<file path="config.mk">
export PLATFORM = sky130hd
export DESIGN_NAME = mbist_march_ctrl_flat
export DESIGN_NICKNAME = d
export VERILOG_FILES = /design/src/rtl/mbist_march_ctrl_if.sv /design/src/rtl/mbist_march_ctrl.sv /design/src/flat_wrapper.sv
export SDC_FILE = /design/constraint.sdc
export NUM_CORES = 1
export LEC_CHECK = 0
export CAP_MARGIN = 20
export CORE_MARGIN = 1
export CORE_UTILIZATION = 48
export CTS_CLUSTER_DIAMETER = 50
export CTS_CLUSTER_SIZE = 8
export DETAILED_ROUTE_END_ITERATION = 6
export GPL_ROUTABILITY_DRIVEN = 0
export PLACE_DENSITY = 0.82
export REMOVE_ABC_BUFFERS = 1
export SYNTH_ARGS = -nofsm -noshare
export SYNTH_HDL_FRONTEND = slang
export SYNTH_SLANG_ARGS = --single-unit
</file>
<file path="constraint.sdc">
create_clock -name clk -period 2.5 [get_ports clk]
set_clock_uncertainty 0.15 [all_clocks]
set_input_delay 0.375 -clock clk [delete_from_list [all_inputs] [get_ports clk]]
set_output_delay 0.375 -clock clk [all_outputs]
set_load 0.02 [all_outputs]
</file>
<file path="src/rtl/mbist_march_ctrl_if.sv">
// Sequencer handshake, memory port and failure report of the March C- MBIST controller.
// The controller takes the master view; the sequencer/memory side takes the slave view.
interface mbist_march_ctrl_if #(
   parameter int DATA_WIDTH = 8,
   parameter int ADDR_WIDTH = 8,
   parameter int CNT_WIDTH  = 16
);
   logic                  start;
   logic                  write_read;
   logic [ADDR_WIDTH-1:0] address;
   logic [DATA_WIDTH-1:0] wdata;
   logic [DATA_WIDTH-1:0] rdata;
   logic                  busy;
   logic                  done;
   logic                  fail;
   logic [ADDR_WIDTH-1:0] fail_addr;
   logic [2:0]            fail_element;
   logic [DATA_WIDTH-1:0] fail_data;
   logic [CNT_WIDTH-1:0]  fail_cnt;

   modport master (
      input  start, rdata,
      output write_read, address, wdata, busy, done,
             fail, fail_addr, fail_element, fail_data, fail_cnt
   );

   modport slave (
      output start, rdata,
      input  write_read, address, wdata, busy, done,
             fail, fail_addr, fail_element, fail_data, fail_cnt
   );
endinterface

</file>
<file path="src/rtl/mbist_march_ctrl.sv">
// March C- MBIST initiator: sequences E0..E5 over 0..LAST_ADDR on a single-port memory,
// compares read data through a 2-deep tag line and reports the first miscompare plus a count.
module mbist_march_ctrl #(
   parameter int DATA_WIDTH = 8,
   parameter int ADDR_WIDTH = 8,
   parameter int LAST_ADDR  = 255,
   parameter int CNT_WIDTH  = 16
) (
   input  logic               clk,
   input  logic               rst_n,
   mbist_march_ctrl_if.master bus
);

   typedef enum logic [2:0] {
      S_IDLE,
      S_SETUP,
      S_RUN,
      S_GAP,
      S_DRAIN,
      S_DONE
   } state_t;

   typedef struct packed {
      logic has_read;
      logic has_write;
      logic read_ones;
      logic write_ones;
      logic down;
   } elem_t;

   typedef struct packed {
      logic                  valid;
      logic [DATA_WIDTH-1:0] expected;
      logic [ADDR_WIDTH-1:0] addr;
      logic [2:0]            element;
   } tag_t;

   localparam logic [ADDR_WIDTH-1:0] ADDR_LAST = ADDR_WIDTH'(LAST_ADDR);
   localparam logic [2:0]            ELEM_LAST = 3'd5;

   // E0 up(w0); E1 up(r0,w1); E2 up(r1,w0); E3 down(r0,w1); E4 down(r1,w0); E5 up(r0)
   function automatic elem_t elem_info(input logic [2:0] e);
      elem_t info;
      case (e)
         3'd0:    info = '{has_read: 1'b0, has_write: 1'b1, read_ones: 1'b0, write_ones: 1'b0, down: 1'b0};
         3'd1:    info = '{has_read: 1'b1, has_write: 1'b1, read_ones: 1'b0, write_ones: 1'b1, down: 1'b0};
         3'd2:    info = '{has_read: 1'b1, has_write: 1'b1, read_ones: 1'b1, write_ones: 1'b0, down: 1'b0};
         3'd3:    info = '{has_read: 1'b1, has_write: 1'b1, read_ones: 1'b0, write_ones: 1'b1, down: 1'b1};
         3'd4:    info = '{has_read: 1'b1, has_write: 1'b1, read_ones: 1'b1, write_ones: 1'b0, down: 1'b1};
         default: info = '{has_read: 1'b1, has_write: 1'b0, read_ones: 1'b0, write_ones: 1'b0, down: 1'b0};
      endcase
      return info;
   endfunction

   function automatic logic [DATA_WIDTH-1:0] background(input logic ones);
      return {DATA_WIDTH{ones}};
   endfunction

   function automatic logic [ADDR_WIDTH-1:0] first_addr(input elem_t info);
      return info.down ? ADDR_LAST : '0;
   endfunction

   function automatic logic [ADDR_WIDTH-1:0] final_addr(input elem_t info);
      return info.down ? '0 : ADDR_LAST;
   endfunction

   state_t                state_q, state_d;
   logic [2:0]            elem_q, elem_d;
   logic                  phase_q, phase_d;
   logic [ADDR_WIDTH-1:0] addr_q, addr_d;
   logic [DATA_WIDTH-1:0] wdata_q, wdata_d;
   logic                  drain_q, drain_d;
   tag_t                  tag1_q, tag2_q, tag_in;
   logic                  start_accept;
   logic                  write_op;
   elem_t                 cur, nxt;

   logic                  fail_q;
   logic [ADDR_WIDTH-1:0] fail_addr_q;
   logic [2:0]            fail_elem_q;
   logic [DATA_WIDTH-1:0] fail_data_q;
   logic [CNT_WIDTH-1:0]  fail_cnt_q;
   logic                  miscompare;

   // NOTE: every variable gets a default before the case statement, so no path
   // leaves one unassigned and no latch is inferred.
   always_comb begin
      state_d      = state_q;
      elem_d       = elem_q;
      phase_d      = phase_q;
      addr_d       = addr_q;
      wdata_d      = wdata_q;
      drain_d      = drain_q;
      tag_in       = '0;
      start_accept = 1'b0;
      write_op     = 1'b0;
      cur          = elem_info(elem_q);
      nxt          = elem_info(elem_q + 3'd1);

      case (state_q)
         S_IDLE, S_DONE: begin
            if (bus.start) begin
               start_accept = 1'b1;
               state_d      = S_SETUP;
               elem_d       = '0;
               phase_d      = 1'b0;
               // Background must be on wdata during SETUP, ahead of E0's first write.
               wdata_d      = background(elem_info(3'd0).write_ones);
            end
         end

         S_SETUP: begin
            state_d = S_RUN;
            addr_d  = first_addr(cur);
         end

         S_RUN: begin
            write_op = cur.has_read ? (cur.has_write && phase_q) : 1'b1;
            if (!write_op) begin
               tag_in = '{valid:    1'b1,
                          expected: background(cur.read_ones),
                          addr:     addr_q,
                          element:  elem_q};
            end

            if (cur.has_read && cur.has_write && !phase_q) begin
               phase_d = 1'b1;
            end else begin
               phase_d = 1'b0;
               if (addr_q == final_addr(cur)) begin
                  if (elem_q == ELEM_LAST) begin
                     state_d = S_DRAIN;
                     drain_d = 1'b0;
                  end else begin
                     state_d = S_GAP;
                     elem_d  = elem_q + 3'd1;
                     wdata_d = background(nxt.write_ones);
                  end
               end else begin
                  addr_d = cur.down ? addr_q - ADDR_WIDTH'(1) : addr_q + ADDR_WIDTH'(1);
               end
            end
         end

         S_GAP: begin
            state_d = S_RUN;
            addr_d  = first_addr(cur);
         end

         S_DRAIN: begin
            if (drain_q) state_d = S_DONE;
            else         drain_d = 1'b1;
         end

         default: state_d = S_IDLE;
      endcase
   end

   // NOTE: state is updated with non-blocking assignments so every register
   // samples the pre-edge values, independent of statement order.
   always_ff @(posedge clk) begin
      if (!rst_n) begin
         state_q <= S_IDLE;
         elem_q  <= '0;
         phase_q <= 1'b0;
         addr_q  <= '0;
         wdata_q <= '0;
         drain_q <= 1'b0;
         // NOTE: the tag line is reset so that reads in flight when a run is
         // aborted are never compared against the next run's read data.
         tag1_q  <= '0;
         tag2_q  <= '0;
      end else begin
         state_q <= state_d;
         elem_q  <= elem_d;
         phase_q <= phase_d;
         addr_q  <= addr_d;
         wdata_q <= wdata_d;
         drain_q <= drain_d;
         tag1_q  <= tag_in;
         tag2_q  <= tag1_q;
      end
   end

   assign miscompare = tag2_q.valid && (bus.rdata != tag2_q.expected);

   always_ff @(posedge clk) begin
      if (!rst_n || start_accept) begin
         fail_q      <= 1'b0;
         fail_addr_q <= '0;
         fail_elem_q <= '0;
         fail_data_q <= '0;
         fail_cnt_q  <= '0;
      end else if (miscompare) begin
         if (fail_cnt_q != '1) fail_cnt_q <= fail_cnt_q + CNT_WIDTH'(1);
         if (!fail_q) begin
            fail_q      <= 1'b1;
            fail_addr_q <= tag2_q.addr;
            fail_elem_q <= tag2_q.element;
            fail_data_q <= bus.rdata ^ tag2_q.expected;
         end
      end
   end

   assign bus.write_read   = write_op;
   assign bus.address      = addr_q;
   assign bus.wdata        = wdata_q;
   assign bus.busy         = (state_q == S_SETUP) || (state_q == S_RUN) ||
                             (state_q == S_GAP)   || (state_q == S_DRAIN);
   assign bus.done         = (state_q == S_DONE);
   assign bus.fail         = fail_q;
   assign bus.fail_addr    = fail_addr_q;
   assign bus.fail_element = fail_elem_q;
   assign bus.fail_data    = fail_data_q;
   assign bus.fail_cnt     = fail_cnt_q;

endmodule

</file>
<file path="src/flat_wrapper.sv">
// flat-port wrapper written by rule: the top's interface ports become plain ports
module mbist_march_ctrl_flat 
#(
   parameter int DATA_WIDTH = 8,
   parameter int ADDR_WIDTH = 8,
   parameter int LAST_ADDR  = 255,
   parameter int CNT_WIDTH  = 16
)
  (clk, rst_n, bus_start, bus_rdata, bus_write_read, bus_address, bus_wdata, bus_busy, bus_done, bus_fail, bus_fail_addr, bus_fail_element, bus_fail_data, bus_fail_cnt);
  mbist_march_ctrl_if #(.DATA_WIDTH(DATA_WIDTH), .ADDR_WIDTH(ADDR_WIDTH), .CNT_WIDTH(CNT_WIDTH)) bus_i ();
  input  logic clk;
  input  logic rst_n;
  input wire logic [$bits(bus_i.start)-1:0] bus_start;
  input wire logic [$bits(bus_i.rdata)-1:0] bus_rdata;
  output wire logic [$bits(bus_i.write_read)-1:0] bus_write_read;
  output wire logic [$bits(bus_i.address)-1:0] bus_address;
  output wire logic [$bits(bus_i.wdata)-1:0] bus_wdata;
  output wire logic [$bits(bus_i.busy)-1:0] bus_busy;
  output wire logic [$bits(bus_i.done)-1:0] bus_done;
  output wire logic [$bits(bus_i.fail)-1:0] bus_fail;
  output wire logic [$bits(bus_i.fail_addr)-1:0] bus_fail_addr;
  output wire logic [$bits(bus_i.fail_element)-1:0] bus_fail_element;
  output wire logic [$bits(bus_i.fail_data)-1:0] bus_fail_data;
  output wire logic [$bits(bus_i.fail_cnt)-1:0] bus_fail_cnt;
  assign bus_i.start = bus_start;
  assign bus_i.rdata = bus_rdata;
  assign bus_write_read = bus_i.write_read;
  assign bus_address = bus_i.address;
  assign bus_wdata = bus_i.wdata;
  assign bus_busy = bus_i.busy;
  assign bus_done = bus_i.done;
  assign bus_fail = bus_i.fail;
  assign bus_fail_addr = bus_i.fail_addr;
  assign bus_fail_element = bus_i.fail_element;
  assign bus_fail_data = bus_i.fail_data;
  assign bus_fail_cnt = bus_i.fail_cnt;
  mbist_march_ctrl #(.DATA_WIDTH(DATA_WIDTH), .ADDR_WIDTH(ADDR_WIDTH), .LAST_ADDR(LAST_ADDR), .CNT_WIDTH(CNT_WIDTH)) u_core (.clk(clk), .rst_n(rst_n), .bus(bus_i));
endmodule
</file>
==> impl_metrics.toml <==
[setup_path]
cpMaxStageDelayCell = "sky130_fd_sc_hd__a2111oi_0"
crit_path_start_kind = "register"
cp_top_family = "compound AO/OA/AOI/OAI gates"
crit_chain = "inv_2 -> ha_4 -> mux2i_2 -> bufinv_8 -> ha_4 -> nand4_1 -> nor2_2 -> buf_6 -> a2111oi_0 -> mux2i_1 -> a31oi_1"
path_class = "reg -> reg"
crit_path_end_kind = "register"
worst_ep_arrival_time_ps = 2670
timing.critical_path.fanout_max = 7
worst-endpoint-required_ps = 2630
critical_path_buf_inv_count = 3
critPathMaxStageDelay_ps = 470
critical_path.most_common_cell = "sky130_fd_sc_hd__ha_4"

[cts]
cts_inserted_buffers = 9
clock_insertion_delay_at_the_later_pin_of_the_skew_report_ps = 350
tritoncts = "yes"
buffer_cell_driving_the_clock_tree_root = "sky130_fd_sc_hd__clkbuf_8"
cts.sinks = 79
htreeDepth = 3
clk_pin_slew_worst_paths_ps = 90
cts-root-to-sink-buffers = 2

[global_routing]
first_pass_grt_wire_length_mm = 15.6
grt_start_max_net_pins = 28
grt_util_all_layers_pct = 23.4
globalRouteOverflowTotal = 0
antenna_found_initial = 0
vias_in_the_first_global_route = 3219

[power]
p_per_area_nw_per_um2 = 571
finalPower_mw = 2.96
vdd.ir_drop.worst_uv = 361
power_leakage_nw = 1.88

[drt]
post-route-drc-count = 0
drtIter0Drc = 196
vias_per_cell = 5.66
vias = 3486
routed_wire_length_per_instance_um = 15.4
postRouteAntennaNets = 0
totalWireLength_mm = 9.48
drtPass1Iterations = 5

[outcome]
status = "finished, violations left"
failed_checks = "negative setup slack"

[synth]
postSynthAreaPerCell_um2 = 9.05
synth_async_sr_flop_share_pct = 0
synth_area_leaders = "sky130_fd_sc_hd__dfxtp_1, sky130_fd_sc_hd__mux2i_1, sky130_fd_sc_hd__nor2_1, sky130_fd_sc_hd__ha_1, sky130_fd_sc_hd__a211oi_1"
synth-seq-cells = 79
post_synth_num_cell_types = 59
post_synth_inst_count = 415
synth-main-ff-cell = "sky130_fd_sc_hd__dfxtp_1"
library_cell_with_the_largest_summed_area_after_synthesis = "sky130_fd_sc_hd__dfxtp_1"
post_synth_instance_area_um2 = 3760
share_of_yosys_cell_area_claimed_by_the_top_area_cell_type_pct = 42.1
synth_warnings = 0
synth_edf_count = 0
synth-seq-area-share_pct = 42.1

[floorplanning]
die_area_um2 = 8180
initial_core_util_pct = 50.7
floorplan.core_area_um2 = 7410
rows = 31
io_pins = 66
fp.dieW_um = 90.5
dieHeight_um = 90.5

[cells_and_area]
area_delta_synth_final_pct = 38.2
finalNetCount = 535
layout_commonest_cell = "sky130_fd_sc_hd__dfxtp_1"
layout.filler_cells = 530
most-common-layout-cells = "sky130_fd_sc_hd__dfxtp_1, sky130_fd_sc_hd__clkdlybuf4s50_1, sky130_fd_sc_hd__nor2_1, sky130_fd_sc_hd__buf_4"
final-seq-area_um2 = 1590
num_antenna_cells = 0
multi_input_comb_area_um2 = 2160
drive_above_1_share_pct = 20.7

[run]
maxCapViolations = 0

[timing]
timing_limited_maximum_frequency_mhz = 394
timing.final.hold_violations = 0
final.min_clock_period_ps = 2540
final_critical_path_setup_slack_ps = -37.7
fin_crit_sh_pct = 102
grt_setup_unrepaired = "true"
relSlewSlack_pct = 61.4
setup_viol_count_final = 4
worst-slew-pin-transition_ps = 573
final-max-slew-violation-count = 0

[placed_design]
number_of_input_and_output_port_buffers_inserted = 65
hpwlAfterDp_mm = 6.17
dpl_worst_slack_ps = -161

[worst_hold_path]
hp-class = "reg -> reg"
where the power goes:
part,total (mW),switching (mW),internal (mW)
Clock,1.01,0.509,0.504
Combinational,0.600,0.319,0.281
Sequential,1.35,0.0622,1.29
Total,2.96,0.891,2.07
layout make-up:
class | count | share of cell area, %
Multi-Input combinational cell | 299 | 41.6
Sequential cell | 79 | 30.6
Timing Repair Buffer | 112 | 20.3
Clock buffer | 10 | 2.65
Tap cell | 99 | 2.39
Clock inverter | 6 | 1.45
Inverter | 11 | 1.06
state kept, by name (all words and copies together), names as in the netlist:
| signal | flops |
|---|---|
| u_core.bus.fail_cnt | 16 |
| u_core.tag1_q | 13 |
| u_core.tag2_q | 13 |
| u_core.bus.address | 8 |
| u_core.bus.fail_addr | 8 |
| u_core.bus.fail_data | 8 |
| u_core.bus.fail_element | 3 |
| u_core.elem_q | 3 |
| u_core.state_q | 3 |
| u_core.bus.fail | 1 |
| u_core.bus.wdata | 1 |
| u_core.drain_q | 1 |
| u_core.phase_q | 1 |
worst register-to-register path, stage by stage (launching register included):
cell and delay [ps]:
sky130_fd_sc_hd__dfxtp_2 360, sky130_fd_sc_hd__inv_2 60, sky130_fd_sc_hd__ha_4 160, sky130_fd_sc_hd__mux2i_2 170
sky130_fd_sc_hd__bufinv_8 250, sky130_fd_sc_hd__ha_4 230, sky130_fd_sc_hd__nand4_1 110, sky130_fd_sc_hd__nor2_2 80
sky130_fd_sc_hd__buf_6 130, sky130_fd_sc_hd__a2111oi_0 470, sky130_fd_sc_hd__mux2i_1 150, sky130_fd_sc_hd__a31oi_1 160
logic make-up (layout without fill, tap and decap cells):
kind of cell | count (synthesis) | in the layout | share of synthesized area, %
compound gates | 84 | 84 | 15.6
xor+xnor | 13 | 13 | 3.03
fa+ha+maj | 12 | 12 | 4.20
buf+inv | 37 | 139 | 4.90
flops | 79 | 79 | 42.1
mux | 26 | 26 | 7.20
simple gates | 164 | 164 | 23.0
Yosys cell counts, types with 11 or more instances:
cell type and number:
sky130_fd_sc_hd__dfxtp_1 79, sky130_fd_sc_hd__nand3_1 14, sky130_fd_sc_hd__a21oi_1 16, sky130_fd_sc_hd__a211oi_1 13
sky130_fd_sc_hd__and3_1 13, sky130_fd_sc_hd__ha_1 11, sky130_fd_sc_hd__nand2_1 22, sky130_fd_sc_hd__xnor2_1 11
sky130_fd_sc_hd__mux2i_1 22, sky130_fd_sc_hd__nor2_1 43, sky130_fd_sc_hd__and2_1 15
per-stage QoR:
stage	hold WS (ps)	util [%]	std cells	instance area, um^2	TNS, ps
floorplan	262	-	389	3610	-22130
global placement	264	64.3	594	4760	-72.1
detailed placement	268	64.3	594	4760	-995
CTS	287	69.1	613	5120	0
global route	300	70.1	616	5190	-700
finish	287	70.1	616	5190	-45.2
worst paths after layout:
check,to,from,cells past startpoint,slack [ps]
worst max-delay path,u_core.bus.address[7],u_core.elem_q[1],11,-40
worst min-delay path,u_core.tag2_q[9],u_core.tag1_q[9],1,290
worst max register to register,u_core.bus.address[7],u_core.elem_q[1],11,-40
worst min register to register,u_core.tag2_q[9],u_core.tag1_q[9],1,290
layer usage:
layer / global-route usage [%] / vias up / part of all wire, %
met5: 0 / - / 0
met4: 10.3 / 0 / 2.2
met3: 3.96 / 27 / 6.0
met2: 37.8 / 142 / 48
met1: 30.6 / 1618 / 44
li1: - / 1699 / -
timing repair:
action	CTS	global route
pin swaps	1	8
hold buffers	0	0
gates resized for setup	20	17
endpoints found under the hold margin	0	0
setup endpoints to repair	14	15
setup buffers	3	3
(Power assumes the default switching activity.)
